## config.mk

```make
export PLATFORM = sky130hd
export DESIGN_NAME = pipe_io_bank
export DESIGN_NICKNAME = d
export VERILOG_FILES = /design/src/rtl/io_bank_pkg.sv /design/src/rtl/io_debounce.sv /design/src/rtl/pipe_io_bank.sv
export SDC_FILE = /design/constraint.sdc
export NUM_CORES = 1
export LEC_CHECK = 0
export BUFFER_PORTS_ARGS = -buffer_cell sky130_fd_sc_hd__clkbuf_2
export CORE_MARGIN = 2
export CORE_UTILIZATION = 35
export CTS_CLUSTER_SIZE = 12
export DETAILED_ROUTE_END_ITERATION = 16
export RECOVER_POWER = 50
export SYNTH_ARGS = -nofsm -noshare
export SYNTH_HDL_FRONTEND = slang
export SYNTH_SLANG_ARGS = --single-unit
```

## constraint.sdc

```tcl
create_clock -name clock -period 6.3 [get_ports clock]
set_input_delay 0.63 -clock clock [delete_from_list [all_inputs] [get_ports clock]]
set_output_delay 0.63 -clock clock [all_outputs]
set_load 0.01 [all_outputs]
```

## src/rtl/io_bank_pkg.sv

```systemverilog
// io_bank_pkg: register offsets and the active-low hex glyph table for pipe_io_bank.
package io_bank_pkg;
  localparam logic [7:0] IN_BASE  = 8'h00;
  localparam logic [7:0] OUT_BASE = 8'h40;
  localparam logic [7:0] STATUS   = 8'h80;
  localparam logic [7:0] HEXCTL   = 8'h84;
  // {g..a}, active low, glyphs 0..F
  localparam logic [6:0] GLYPH [16] = '{
    7'h40, 7'h79, 7'h24, 7'h30, 7'h19, 7'h12, 7'h02, 7'h78,
    7'h00, 7'h10, 7'h08, 7'h03, 7'h46, 7'h21, 7'h06, 7'h0E
  };
  function automatic logic [6:0] hex_glyph(input logic [3:0] v);
    return GLYPH[v];
  endfunction
endpackage

```

## src/rtl/io_debounce.sv

```systemverilog
// io_debounce: 2-flop synchroniser plus stability counter; chg pulses on the cycle the debounced value updates.
module io_debounce #(
  parameter int W      = 4,
  parameter int DB_CYC = 16
) (
  input  logic         clock,
  input  logic         reset,
  input  logic [W-1:0] din,
  output logic [W-1:0] dout,
  output logic         chg
);
  localparam int CW = DB_CYC > 1 ? $clog2(DB_CYC) : 1;
  logic [W-1:0] s1_q, s2_q, db_q, db_d;
  logic [CW-1:0] cnt_q, cnt_d;
  always_comb begin
    chg = s2_q != db_q && cnt_q == CW'(DB_CYC - 1);
    db_d = chg ? s2_q : db_q;
    cnt_d = (s2_q == db_q || chg) ? '0 : cnt_q + 1'b1;
  end
  always_ff @(posedge clock) begin
    if (reset) begin
      s1_q <= '0;
      s2_q <= '0;
      db_q <= '0;
      cnt_q <= '0;
    end else begin
      s1_q <= din;
      s2_q <= s1_q;
      db_q <= db_d;
      cnt_q <= cnt_d;
    end
  end
  assign dout = db_q;
endmodule

```

## src/rtl/pipe_io_bank.sv

```systemverilog
// pipe_io_bank: memory-mapped I/O bank with debounced inputs, output registers, W1C status/irq
// and a scanned seven-segment display of OUT0.
module pipe_io_bank
  import io_bank_pkg::*;
#(
  parameter int N_IN     = 2,
  parameter int IN_W     = 4,
  parameter int N_OUT    = 3,
  parameter int N_HEX    = 4,
  parameter int DB_CYC   = 16,
  parameter int SCAN_DIV = 1024
) (
  input  logic                 clock,
  input  logic                 reset,
  input  logic                 sel,
  input  logic                 we,
  input  logic [7:0]           addr,
  input  logic [31:0]          wdata,
  output logic [31:0]          rdata,
  input  logic [N_IN*IN_W-1:0] in_ports,
  output logic [N_OUT*32-1:0]  out_ports,
  output logic [6:0]           seg,
  output logic [N_HEX-1:0]     an,
  output logic                 irq
);
  localparam int SW = SCAN_DIV > 1 ? $clog2(SCAN_DIV) : 1;
  localparam int IW = N_HEX > 1 ? $clog2(N_HEX) : 1;
  logic [IN_W-1:0] db [N_IN];
  logic [N_IN-1:0] chg;
  for (genvar i = 0; i < N_IN; i++) begin : g_in
    io_debounce #(.W(IN_W), .DB_CYC(DB_CYC)) u_db (
      .clock(clock),
      .reset(reset),
      .din(in_ports[i*IN_W +: IN_W]),
      .dout(db[i]),
      .chg(chg[i])
    );
  end
  logic [31:0] out_q [N_OUT];
  logic [31:0] out_d [N_OUT];
  logic [N_IN-1:0] status_q, status_d;
  logic [N_HEX-1:0] hexctl_q, hexctl_d, an_q, an_d;
  logic [SW-1:0] cnt_q, cnt_d;
  logic [IW-1:0] idx_q, idx_d;
  logic [6:0] seg_q, seg_d;
  logic irq_q, wr, wrap;
  logic [7:0] a;
  logic [31:0] rd;
  always_comb begin
    wr = sel & we;
    a = {addr[7:2], 2'b00};
    rd = '0;
    for (int i = 0; i < N_IN; i++)
      if (a == IN_BASE + 8'(4 * i)) rd = 32'(db[i]);
    for (int j = 0; j < N_OUT; j++) begin
      out_d[j] = (wr && a == OUT_BASE + 8'(4 * j)) ? wdata : out_q[j];
      if (a == OUT_BASE + 8'(4 * j)) rd = out_q[j];
      out_ports[j*32 +: 32] = out_q[j];
    end
    if (a == STATUS) rd = 32'(status_q);
    if (a == HEXCTL) rd = 32'(hexctl_q);
    rdata = sel ? rd : '0;
    // a change event in the same cycle as a W1C clear keeps the bit set
    status_d = (status_q & ~((wr && a == STATUS) ? wdata[N_IN-1:0] : '0)) | chg;
    hexctl_d = (wr && a == HEXCTL) ? wdata[N_HEX-1:0] : hexctl_q;
    wrap = cnt_q == SW'(SCAN_DIV - 1);
    cnt_d = wrap ? '0 : cnt_q + 1'b1;
    idx_d = !wrap ? idx_q : idx_q == IW'(N_HEX - 1) ? '0 : idx_q + 1'b1;
    an_d = ~(N_HEX'(hexctl_q[idx_q]) << idx_q);
    seg_d = hexctl_q[idx_q] ? hex_glyph(out_q[0][{idx_q, 2'b00} +: 4]) : 7'h7F;
  end
  always_ff @(posedge clock) begin
    if (reset) begin
      for (int j = 0; j < N_OUT; j++) out_q[j] <= '0;
      status_q <= '0;
      hexctl_q <= '1;
      cnt_q <= '0;
      idx_q <= '0;
      an_q <= '1;
      seg_q <= 7'h7F;
      irq_q <= 1'b0;
    end else begin
      for (int j = 0; j < N_OUT; j++) out_q[j] <= out_d[j];
      status_q <= status_d;
      hexctl_q <= hexctl_d;
      cnt_q <= cnt_d;
      idx_q <= idx_d;
      an_q <= an_d;
      seg_q <= seg_d;
      irq_q <= |status_q;
    end
  end
  assign an = an_q;
  assign seg = seg_q;
  assign irq = irq_q;
endmodule

```

==> impl_metrics.py <==
metrics = {
    "global_routing": {
        "gr-total-overflow": 0,
        "grt_first_pass_wirelength_mm": 31.6,
        "grt_max_degree": 80,
        "grt_pass1_vias": 5687,
        "antenna_found_initial": 0,
        "grtUsageTotal_pct": 20.2,
    },
    "floorplan": {
        "initial_core_util_pct": 35.7,
        "die_y_um": 142,
        "design.core.area_sq_mm": 0.0187,
        "die_area_sq_mm": 0.0202,
        "pin_count": 192,
        "die_width_um": 142,
        "num_rows": 50,
    },
    "timing": {
        "fmax_mhz": 223,
        "fin_crit_sh_pct": 71.2,
        "skew_ps": 9.02,
        "min_period_ps": 4490,
        "tightest_slew_ps": 3480,
        "setup_tns_ps": 0,
        "hold_viol_final": 0,
        "setup_violations": 0,
        "slew-limit-headroom_pct": -132,
        "rsz0062_at_grt": "false",
        "finalMaxSlewViolations": 80,
    },
    "power_and_ir_drop": {
        "powerDensity_mw_per_mm2": 260,
        "ir_worst_vdd_mv": 0.177,
        "power.total_mw": 2.14,
        "p_leak_nw": 2.98,
    },
    "cts": {
        "ctsHoldBuffers": 0,
        "htree_levels": 4,
        "cts_setup_buffers": 0,
        "cts.root.buffer_cell": "clkbuf_16",
        "cts.sinks": 158,
        "tritoncts": "built",
        "cts_resized": 0,
        "ctsLongestPathBuffers": 2,
        "insertion_delay_ps": 430,
        "numCtsBuffers": 17,
        "clk_pin_slew_ps": 70,
    },
    "yosys": {
        "ys.warnings.count": 0,
        "synth.largest_area_cell": "dfxtp_1",
        "synthTopCellsByArea": "dfxtp_1 (47%), nand2_1 (13%), a21oi_1 (9.9%)",
        "synth_ff_type": "dfxtp_1",
        "yosysMostFrequentCell": "nand2_1",
        "synth-seq-cells": 158,
        "ys_seq_area_share_pct": 47.4,
        "synth_top_area_share_pct": 47.4,
        "synth_cell_types": 43,
        "synth_area_per_cell_sq_um": 8.13,
        "async_flop_share_pct": 0,
        "synth_area_sq_mm": 0.00668,
        "synth_nets": 885,
        "syn_inst": 822,
        "synth_common_cells": "nand2_1 (237), dfxtp_1 (158), a21oi_1 (132)",
        "synth_edf_count": 0,
    },
    "finish": {
        "layout-drive-gt1-share_pct": 13.8,
        "multiInputGateArea_sq_mm": 0.00322,
        "seq_area_sq_mm": 0.00316,
        "synthToLayoutAreaGrowth_pct": 23.1,
        "num-fill-cells": 1929,
        "nets": 1047,
        "antenna_cells": 0,
        "final_util_pct": 43.9,
    },
    "drt": {
        "drt_pass1_iterations": 5,
        "drt-total-wl_mm": 20.2,
        "dr_total_vias": 6249,
        "drtIter0Drc": 370,
        "viasPerCell": 5.08,
        "wl_per_cell_um": 16.4,
        "antenna_left": 0,
        "drc": 0,
    },
    "worst_setup_path": {
        "worst_ep_arrival_time_ps": 4830,
        "critical_path_class": "in2reg",
        "r2r_end": "seg[0]",
        "r2r_cells": 5,
        "critPathLaunchType": "input pin",
        "cp.required_ps": 6640,
        "crit_fanout": 79,
        "cp-end-kind": "flop",
        "r2r-start": "idx_q[0]",
        "regToRegSetupSlack_ps": 3930,
    },
    "job": {
        "maxCapViolCount": 1,
    },
    "outcome": {
        "status": "finished with violations",
        "violations": "capacitance limit, slew limit",
    },
    "placed_design": {
        "post-dp-hpwl_mm": 13.7,
        "numPortBuffers": 189,
        "gp_congestion": 0.921,
    },
    "min_path": {
        "hold_depth": 2,
        "min_to": "g_in[1].u_db.s1_q[3]",
        "min_path_type": "in2reg",
        "min-delay-start": "in_ports[7]",
    },
}
per-layer routing:
layer  wire (um)  up-vias  track usage, %
li1            -     3101               -
met1        9300     2909            28.1
met2        9020      216            30.7
met3        1600       23            5.05
met4         301        0            6.42
met5           0        -               0
layout make-up:
class	count	area share, %
multi-input combinational	590	39.2
sequential	158	38.5
timing repair buffer	200	10.8
clock buffer	18	5.34
tap	234	3.56
clock inverter	14	1.83
inverter	17	0.776
worst max-delay path, cell delays in order:
cell      delay [ps]
clkbuf_1        2400
clkbuf_2        1250
nor2b_1          330
o221ai_1         180
how the worst max path moves through the flow:
stage / from / endpoint / depth (start not counted)
2_1_floorplan: addr[7] / rdata[3] / 6
3_3_place_gp: addr[7] / rdata[1] / 7
3_5_place_dp: addr[7] / rdata[1] / 7
4_1_cts: addr[7] / rdata[1] / 7
5_1_grt: reset / seg[2] / 4
6_report: reset / seg[5] / 4
registers in the layout, summed over array words and instances, names as in the netlist:
signal and cells:
out_q 96, cnt_q 10, g_in.u_db.cnt_q 8, g_in.u_db.dout 8, g_in.u_db.s1_q 8, g_in.u_db.s2_q 8
seg 7, an 4, hexctl_q 4, idx_q 2, status_q 2, irq 1
per-stage QoR:
stage	std cells	hold slack [ps]	instance area [sq um]	setup slack [ps]
after floorplan	822	391	6680	3420
after global placement	1199	423	7770	2370
after detailed placement	1199	422	7770	2370
after CTS	1231	395	8360	2370
after global routing	1231	396	8220	1350
final	1231	401	8220	1810
layout by cell type (no fill, tap or decap), drive strengths merged, types with 5 or more instances in the layout:
| cell type | synthesis | final |
|---|---|---|
| a21oi | 132 | 132 |
| nor2 | 38 | 38 |
| o221ai | 5 | 5 |
| mux2i | 15 | 15 |
| nor2b | 21 | 21 |
| ha | 11 | 11 |
| mux4 | 5 | 5 |
| buf | 21 | 10 |
| xnor2 | 7 | 7 |
| nor4 | 9 | 9 |
| inv | 17 | 24 |
| clkbuf | 36 | 208 |
| dfxtp | 158 | 158 |
| nor3 | 10 | 10 |
| nand3 | 12 | 12 |
| a22oi | 30 | 30 |
| xor2 | 13 | 13 |
| nand2 | 237 | 237 |
report_power, final:
part | switching, mW | internal, mW
registers | 0.00640 | 1.01
clock network | 0.461 | 0.571
logic | 0.0584 | 0.0291
cell families after synthesis:
kind of cell	share of synthesized area, %
AND/OR/NAND/NOR	23.2
AO/OA/AOI/OAI	16.1
flip-flops	47.4
buffers and inverters	4.72
XOR/XNOR	2.62
multiplexers	3.93
adder cells (fa/ha/maj)	2.06
Power figures use the tool's default switching activity.
